File: config.mk
export PLATFORM = sky130hd
export DESIGN_NAME = proj_fm_sched
export DESIGN_NICKNAME = d
export VERILOG_FILES = /design/src/rtl/proj_pkg.sv /design/src/rtl/proj_fm_ring_ptr.sv /design/src/rtl/proj_fm_sched.sv
export SDC_FILE = /design/constraint.sdc
export NUM_CORES = 1
export LEC_CHECK = 0
export ABC_AREA = 1
export CAP_MARGIN = 20
export CORE_MARGIN = 2
export CORE_UTILIZATION = 32
export DETAILED_ROUTE_END_ITERATION = 10
export GPL_TIMING_DRIVEN = 0
export HOLD_SLACK_MARGIN = 0.05
export PLACE_DENSITY = 0.79
export SLEW_MARGIN = 20
export SYNTH_ARGS = -nofsm -noshare
export SYNTH_HDL_FRONTEND = slang
export SYNTH_SLANG_ARGS = --single-unit
File: constraint.sdc
create_clock -name in_clk -period 3 [get_ports in_clk]
set_input_delay 0.45 -clock in_clk [delete_from_list [all_inputs] [get_ports in_clk]]
set_output_delay 0.45 -clock in_clk [all_outputs]
set_load 0.005 [all_outputs]
File: src/rtl/proj_pkg.sv
// rtl/proj_pkg.sv - FM scheduler sizing constants and geometry helpers
package proj_pkg;

  localparam int unsigned FM_BUFFER_COUNT              = 2;
  localparam int unsigned FM_RAMS_COUNT                = 2;
  localparam int unsigned FM_ENTRIES_COUNT             = 4;
  localparam int unsigned FM_OFFSET_COUNT              = 2;
  localparam int unsigned FM_EXTENDER_BYTES_READ_COUNT = 4;

  function automatic int unsigned fm_depth(input int unsigned rams,
                                           input int unsigned entries,
                                           input int unsigned offset);
    return rams * entries * offset;
  endfunction

  function automatic int unsigned fm_aw(input int unsigned depth);
    return $clog2(depth);
  endfunction

  // A single buffer still needs a one-bit index port.
  function automatic int unsigned fm_bw(input int unsigned count);
    return (count < 2) ? 1 : $clog2(count);
  endfunction

endpackage

File: src/rtl/proj_fm_ring_ptr.sv
// rtl/proj_fm_ring_ptr.sv - modulo-COUNT index counter advancing on a strobe
module proj_fm_ring_ptr #(
  parameter int unsigned COUNT = 2,
  parameter int unsigned W     = 1
) (
  input  logic         clk,
  input  logic         rst,
  input  logic         adv,
  output logic [W-1:0] idx
);

  localparam logic [W-1:0] LAST = W'(COUNT - 1);

  always_ff @(posedge clk) begin
    if (rst) begin
      idx <= '0;
    end else if (adv) begin
      idx <= (idx == LAST) ? '0 : idx + W'(1);
    end
  end

endmodule

File: src/rtl/proj_fm_sched.sv
// rtl/proj_fm_sched.sv - ping-pong buffer scheduler between genome writer and extender reader
module proj_fm_sched
  import proj_pkg::*;
#(
  parameter int unsigned BUFFER_COUNT         = proj_pkg::FM_BUFFER_COUNT,
  parameter int unsigned RAMS                 = proj_pkg::FM_RAMS_COUNT,
  parameter int unsigned ENTRIES              = proj_pkg::FM_ENTRIES_COUNT,
  parameter int unsigned OFFSET               = proj_pkg::FM_OFFSET_COUNT,
  parameter int unsigned READ_ADDRESSES_COUNT = proj_pkg::FM_EXTENDER_BYTES_READ_COUNT,
  localparam int unsigned DEPTH = fm_depth(RAMS, ENTRIES, OFFSET),
  localparam int unsigned AW    = fm_aw(DEPTH),
  localparam int unsigned BW    = fm_bw(BUFFER_COUNT),
  localparam int unsigned CW    = $clog2(BUFFER_COUNT + 1)
) (
  input  logic          in_clk,
  input  logic          in_rst,
  input  logic          in_wr_valid,
  output logic          out_wr_ready,
  output logic          out_wr_en,
  output logic [BW-1:0] out_wr_buf,
  output logic [AW-1:0] out_wr_addr,
  input  logic          in_rd_req,
  input  logic [AW-1:0] in_rd_addr,
  input  logic          in_rd_done,
  output logic          out_rd_en,
  output logic [BW-1:0] out_rd_buf,
  output logic [AW-1:0] out_rd_addr,
  output logic          out_rd_valid,
  output logic          out_rd_err,
  output logic          out_rd_avail,
  output logic [CW-1:0] out_full_count
);

  localparam logic [AW-1:0] ADDR_LAST = AW'(DEPTH - 1);
  // Highest window start that keeps the whole window inside one buffer.
  localparam logic [AW-1:0] RD_LIMIT  = AW'(DEPTH - READ_ADDRESSES_COUNT);

  logic [AW-1:0] wr_addr;
  logic [CW-1:0] full_count;
  logic [BW-1:0] wr_buf;
  logic [BW-1:0] rd_buf;
  logic          wr_accept;
  logic          wr_last;
  logic          rd_release;
  logic          rd_ok;
  logic          rd_bad;
  logic          rd_valid_q;
  logic          rd_err_q;

  assign out_wr_ready = full_count < CW'(BUFFER_COUNT);
  assign wr_accept    = in_wr_valid && out_wr_ready;
  assign wr_last      = wr_accept && (wr_addr == ADDR_LAST);
  assign out_rd_avail = full_count != '0;
  assign rd_release   = in_rd_done && out_rd_avail;
  assign rd_ok        = in_rd_req && out_rd_avail && (in_rd_addr <= RD_LIMIT);
  assign rd_bad       = in_rd_req && out_rd_avail && (in_rd_addr > RD_LIMIT);

  assign out_wr_en      = wr_accept;
  assign out_wr_buf     = wr_buf;
  assign out_wr_addr    = wr_addr;
  assign out_rd_en      = rd_ok;
  assign out_rd_buf     = rd_buf;
  assign out_rd_addr    = in_rd_addr;
  assign out_rd_valid   = rd_valid_q;
  assign out_rd_err     = rd_err_q;
  assign out_full_count = full_count;

  proj_fm_ring_ptr #(.COUNT(BUFFER_COUNT), .W(BW)) u_wr_ptr (
    .clk (in_clk),
    .rst (in_rst),
    .adv (wr_last),
    .idx (wr_buf)
  );

  proj_fm_ring_ptr #(.COUNT(BUFFER_COUNT), .W(BW)) u_rd_ptr (
    .clk (in_clk),
    .rst (in_rst),
    .adv (rd_release),
    .idx (rd_buf)
  );

  always_ff @(posedge in_clk) begin
    if (in_rst) begin
      wr_addr <= '0;
    end else if (wr_accept) begin
      wr_addr <= wr_last ? '0 : wr_addr + AW'(1);
    end
  end

  // Completion is gated by wr_ready and release by rd_avail, so no over/underflow.
  always_ff @(posedge in_clk) begin
    if (in_rst) begin
      full_count <= '0;
    end else begin
      case ({wr_last, rd_release})
        2'b10:   full_count <= full_count + CW'(1);
        2'b01:   full_count <= full_count - CW'(1);
        default: full_count <= full_count;
      endcase
    end
  end

  always_ff @(posedge in_clk) begin
    if (in_rst) begin
      rd_valid_q <= 1'b0;
      rd_err_q   <= 1'b0;
    end else begin
      rd_valid_q <= rd_ok;
      rd_err_q   <= rd_bad;
    end
  end

endmodule

After elaboration in Yosys (flattened, before gate mapping)

Index checks and enable logic that the tools add are counted.
W data, S select, Z words.

Bits in registers: 10
Input port bits: 9
Output and inout port bits: 18
Word-level logic and storage cells: 29

Add/subtract/negate cells: 5
$lt $le $gt $ge: 3
Equal/unequal tests: 3
Muxes and demuxes: 4
Reductions and logical operators: 8

Operator list:

| kind                  | count |
|---|---|
| $logic_and A1 B1 Y1   | 6 |
| $add A4 B1 Y4 const B | 1 |
| $eq A4 B4 Y1 const B  | 1 |
| $gt A4 B4 Y1 const B  | 1 |
| $le A4 B4 Y1 const B  | 1 |
| $mux W4               | 1 |
| $pmux W2 S2           | 1 |
| $reduce_bool A2 Y1    | 2 |
| $add A1 B1 Y1 const B | 2 |
| $add A2 B1 Y2 const B | 1 |
| $eq A2 B1 Y1 const B  | 1 |
| $eq A2 B2 Y1 const B  | 1 |
| $lt A2 B2 Y1 const B  | 1 |
| $mux W1               | 2 |
| $sub A2 B1 Y2 const B | 1 |

Logic depth before layout (Yosys ltp)

Word-level depth: 5
Gate-level depth with buffers: 10
Mapped depth without buffers: 10

Modules after synthesis

Synthesis repeated with hierarchy kept, for this count alone.

Cells, all modules: 72
Area total of the unflattened synthesis: 510.5 µm²

By module, submodules not included:

| module           | times used | cells each | area each (µm²) | seq. area each (µm²) |
|---|---|---|---|---|
| proj_fm_sched    | 1          | 60         | 432.9           | 160.2 |
| proj_fm_ring_ptr | 2          | 6          | 38.8            | 20.0 |

Least setup slack after synthesis

No wires, ideal clock.

Path kind: reg-to-reg
From: register wr_addr[0] (netlist: out_wr_addr[0])
To: register full_count[1] (netlist: out_full_count[1])
Library setup time: 0.115 ns
Arrival time: 1.409 ns
Required time: 2.885 ns
Path slack: 1.475 ns
Cell stages (with the launch flop): 10
Buffers on the path: 0
Period minus slack after synthesis: 1.525 ns
Cell sequence: dfxtp_1 -> ha_1 -> nand3_1 -> nor2_4 -> inv_1 -> ha_1 -> inv_1 -> nand4_1 -> nand2_1 -> nor2_1

Cells in the longest elaborated chain, start to end: 4
Elaborated cells on any way between the ends: 6
Classes of those cells: eq/ne: 3; mux: 1; reduce/logical: 2

Ends and longest elaborated chain:

| what                                              | line                | source |
|---|---|---|
| from (decl)                                       | proj_fm_sched.sv:38 | `logic [AW-1:0] wr_addr;` |
| from (signal assigned)                            | proj_fm_sched.sv:86 | `wr_addr <= wr_last ? '0 : wr_addr + AW'(1);` |
| $eq A4 B4 Y1 (*)                                  | proj_fm_sched.sv:52 | `assign wr_last = wr_accept && (wr_addr == ADDR_LAST);` |
| $logic_and A1 B1 Y1 (*)                           | proj_fm_sched.sv:52 |  |
| $eq A2 B1 Y1 or $eq A2 B2 Y1 (tied branches)      | proj_fm_sched.sv:95 | `case ({wr_last, rd_release})` |
| $pmux W2 S2 or $reduce_bool A2 Y1 (tied branches) | n/a                 |  |
| to (signal assigned)                              | proj_fm_sched.sv:96 | `2'b10: full_count <= full_count + CW'(1);` |
| to (signal assigned)                              | proj_fm_sched.sv:97 | `2'b01: full_count <= full_count - CW'(1);` |
| to (signal assigned)                              | proj_fm_sched.sv:98 | `default: full_count <= full_count;` |
| to (decl)                                         | proj_fm_sched.sv:39 | `logic [CW-1:0] full_count;` |

Mark *: on every way between the ends. The rest lies on a longest branch, timed or not.
A chain may end at the register's enable or synchronous reset.

Worst setup path in the final report

From: input in_rd_addr[1]
To: output out_rd_en

Cells in the longest elaborated chain, start to end: 2

Ends and longest elaborated chain:

| what                | line                | source |
|---|---|---|
| from (decl)         | proj_fm_sched.sv:23 | `input logic [AW-1:0] in_rd_addr,` |
| $le A4 B4 Y1        | proj_fm_sched.sv:55 | `assign rd_ok = in_rd_req && out_rd_avail && (in_rd_addr <= RD_LIMIT);` |
| $logic_and A1 B1 Y1 | proj_fm_sched.sv:55 |  |
| to (decl)           | proj_fm_sched.sv:25 | `output logic out_rd_en,` |

No other way between the ends.

==> impl_metrics.env <==
export IMPL_root_buffer="clkbuf_4"
export IMPL_crit_path_start_kind="primary input"
export IMPL_place_hpwl_um=841
export IMPL_ir_worst_vdd_mv=0.199
export IMPL_cts_sinks=10
export IMPL_wl_mm=1.03
export IMPL_critPathKind="primary input to primary output"
export IMPL_finalClockSkew_ps=3.39
export IMPL_antenna_cells=0
export IMPL_syn2layout_area_growth_pct=59.8
export IMPL_critPathTopFamily="buffers and inverters"
export IMPL_die_w_um=43.8
export IMPL_grt_pass1_wl_mm=1.70
export IMPL_syn_avg_cell_area_um2=7.24
export IMPL_fp_row_count=14
export IMPL_crit_fanout=2
export IMPL_crit_path_end_kind="primary output"
export IMPL_max_freq_ghz=0.473
export IMPL_worst_slew_pin_slew_ps=183
export IMPL_slowest_stage="clkdlybuf4s50_1"
export IMPL_initial_core_util=0.340
export IMPL_cts_resized=0
export IMPL_p_comb_frac=0.156
export IMPL_drive_gt1_frac=0.131
export IMPL_cellLeakagePower_uw=0.000339
export IMPL_syn_nets=81
export IMPL_die_h_um=43.8
export IMPL_ant_nets=0
export IMPL_vias_per_cell=4.59
export IMPL_synth_warnings=0
export IMPL_cts_setup_buffers=0
export IMPL_drt_iter0_drc=3
export IMPL_post_drt_wl_per_cell_um=8.98
export IMPL_core_area_mm2=0.00149
export IMPL_nNetsFinal=112
export IMPL_die_area_mm2=0.00192
export IMPL_setup_viol=0
export IMPL_ys_seq_elements=10
export IMPL_seqPwrFrac=0.508
export IMPL_h_tree_depth=1
export IMPL_grt_overflow=0
export IMPL_final_seq_area_um2=200
export IMPL_ctsHoldBuffers=0
export IMPL_vias=528
export IMPL_cp_cell_sequence="clkdlybuf4s50_1, nor2_1, nor2_1, nor2_1, clkdlybuf4s50_1"
export IMPL_grt_antenna_before_repair=0
export IMPL_cts_buffer_depth=2
export IMPL_maxCapViolations=0
export IMPL_syn_area_um2=507
export IMPL_place_congestion=0.785
export IMPL_status="completed"
export IMPL_io_pins=27
export IMPL_worst_hold_slack_ps=504
export IMPL_period_share=0.705
export IMPL_clkPwrFrac=0.336
export IMPL_max_slew_margin=0.878
export IMPL_drc_errors=0
export IMPL_min_path_type="register to register"
export IMPL_grt_max_degree=7
export IMPL_cts_tree="built"
export IMPL_maxSlewViolCount=0
export IMPL_place_ws_ps=864
export IMPL_setup_ws_ps=884
export IMPL_clk_transition_reported_paths_ps=60
export IMPL_path_common_cell="nor2_1"
export IMPL_period_minus_slack_ps=2120
export IMPL_syn_inst=70
export IMPL_crit_required_ps=2550
export IMPL_n_fill_cell=142
export IMPL_worstSkewPairLatency_ps=260
export IMPL_cts_buffers=3
export IMPL_switching_share=0.231
export IMPL_grt_pass1_vias=453
export IMPL_powerDensity_mw_per_mm2=336
export IMPL_slowest_delay_ps=500
export IMPL_rsz0062_at_grt="no"
export IMPL_first_pass_iters=2
export IMPL_portBuffers=26
export IMPL_cp_data_arrival_time_ps=1670
export IMPL_hold_viol_final=0
export IMPL_yosysSeqAreaShare=0.395
export IMPL_p_int_uw=209
export IMPL_track_usage=0.125
export IMPL_multi_input_area_um2=250
export IMPL_ys_types=20
export IMPL_p_sw_uw=62.8
export IMPL_worst_path_buf_inv=2
export IMPL_fin_tns_setup_ps=0
synth_stat cells:
master    count  area [um2]
buf_4         4        30.0
nor3_1        1        5.00
inv_1         5        18.8
nand2_4       1        11.3
a21oi_1       3        15.0
dfxtp_1      10         200
nand2_2       1        6.26
nand3_1       3        15.0
nor2_1       14        52.6
o21a_1        1        7.51
o21ai_0       2        10.0
nor2_4        1        11.3
nand4_1       1        6.26
nor2_2        1        6.26
nand3b_1      1        7.51
ha_1          2        25.0
inv_2         2        7.51
a31oi_1       1        6.26
xor2_1        1        8.76
nand2_1      15        56.3
tightest hold or removal path, stage by stage (launching register included):
cell	delay, ps
dfxtp_1	320
nor2_1	100
nor2_1	50
power by group through the flow:
stage               combinational [uW]  clock (uW)  sequential [uW]
floorplan                         16.2           0              141
global placement                  42.0           0              141
detailed placement                42.8           0              141
CTS                               42.9        94.1              138
global route                      47.3         102              139
finish                            42.3        91.6              138
logic make-up (layout without fill, tap and decap cells):
| family | Yosys count | in the layout | share of synthesized area |
|---|---|---|---|
| compound gates | 7 | 7 | 0.0765 |
| xor+xnor | 1 | 1 | 0.0173 |
| fa+ha+maj | 2 | 2 | 0.0494 |
| buf+inv | 11 | 40 | 0.111 |
| flops | 10 | 10 | 0.395 |
| simple gates | 39 | 39 | 0.351 |
registers in the layout, indices dropped and copies added, names as in the netlist:
| name | cells |
|---|---|
| out_full_count | 2 |
| out_rd_err | 1 |
| out_rd_valid | 1 |
| out_wr_addr | 4 |
| u_rd_ptr.idx | 1 |
| u_wr_ptr.idx | 1 |
cell type report:
cell class                      instances  area share
Inverter                                7      0.0325
Timing Repair Buffer                   26       0.321
Sequential cell                        10       0.247
Buffer                                  4      0.0371
Tap cell                               16      0.0247
Clock buffer                            3      0.0278
Multi-Input combinational cell         49       0.309
layout by cell type (no fill, tap or decap), types with 2 or more instances in the layout:
master and instances:
a21oi_1 3, clkdlybuf4s50_1 26, o21ai_0 2, ha_1 2, nand3_1 3, nand2_1 15, inv_1 5, nor2_1 14
buf_4 4, dfxtp_1 10, inv_2 2, clkbuf_4 3
stage by stage:
stage | instances | util | total power (uW) | cell area, um2
2_1_floorplan | 70 | - | 157 | 507
3_3_place_gp | 112 | 0.529 | 183 | 787
3_5_place_dp | 112 | 0.529 | 184 | 787
4_1_cts | 115 | 0.544 | 275 | 810
5_1_grt | 115 | 0.544 | 288 | 810
6_report | 115 | 0.544 | 272 | 810
worst paths after layout:
| path | from | endpoint | slack, ps | cells after the start |
|---|---|---|---|---|
| min | u_wr_ptr.idx | u_wr_ptr.idx | 500 | 2 |
| max | in_rd_addr[1] | out_rd_en | 880 | 5 |
| max reg2reg | out_wr_addr[0] | out_full_count[1] | 1380 | 9 |
| min reg2reg | u_wr_ptr.idx | u_wr_ptr.idx | 500 | 2 |
per-layer routing:
metal  vias up  routed length, um  global-route usage
met5         -                  0                   0
met4         0                 38               0.109
met3         5                117              0.0417
met2        22                427               0.182
met1       222                450               0.144
li1        279                  -                   -
Power figures use the tool's default switching activity.
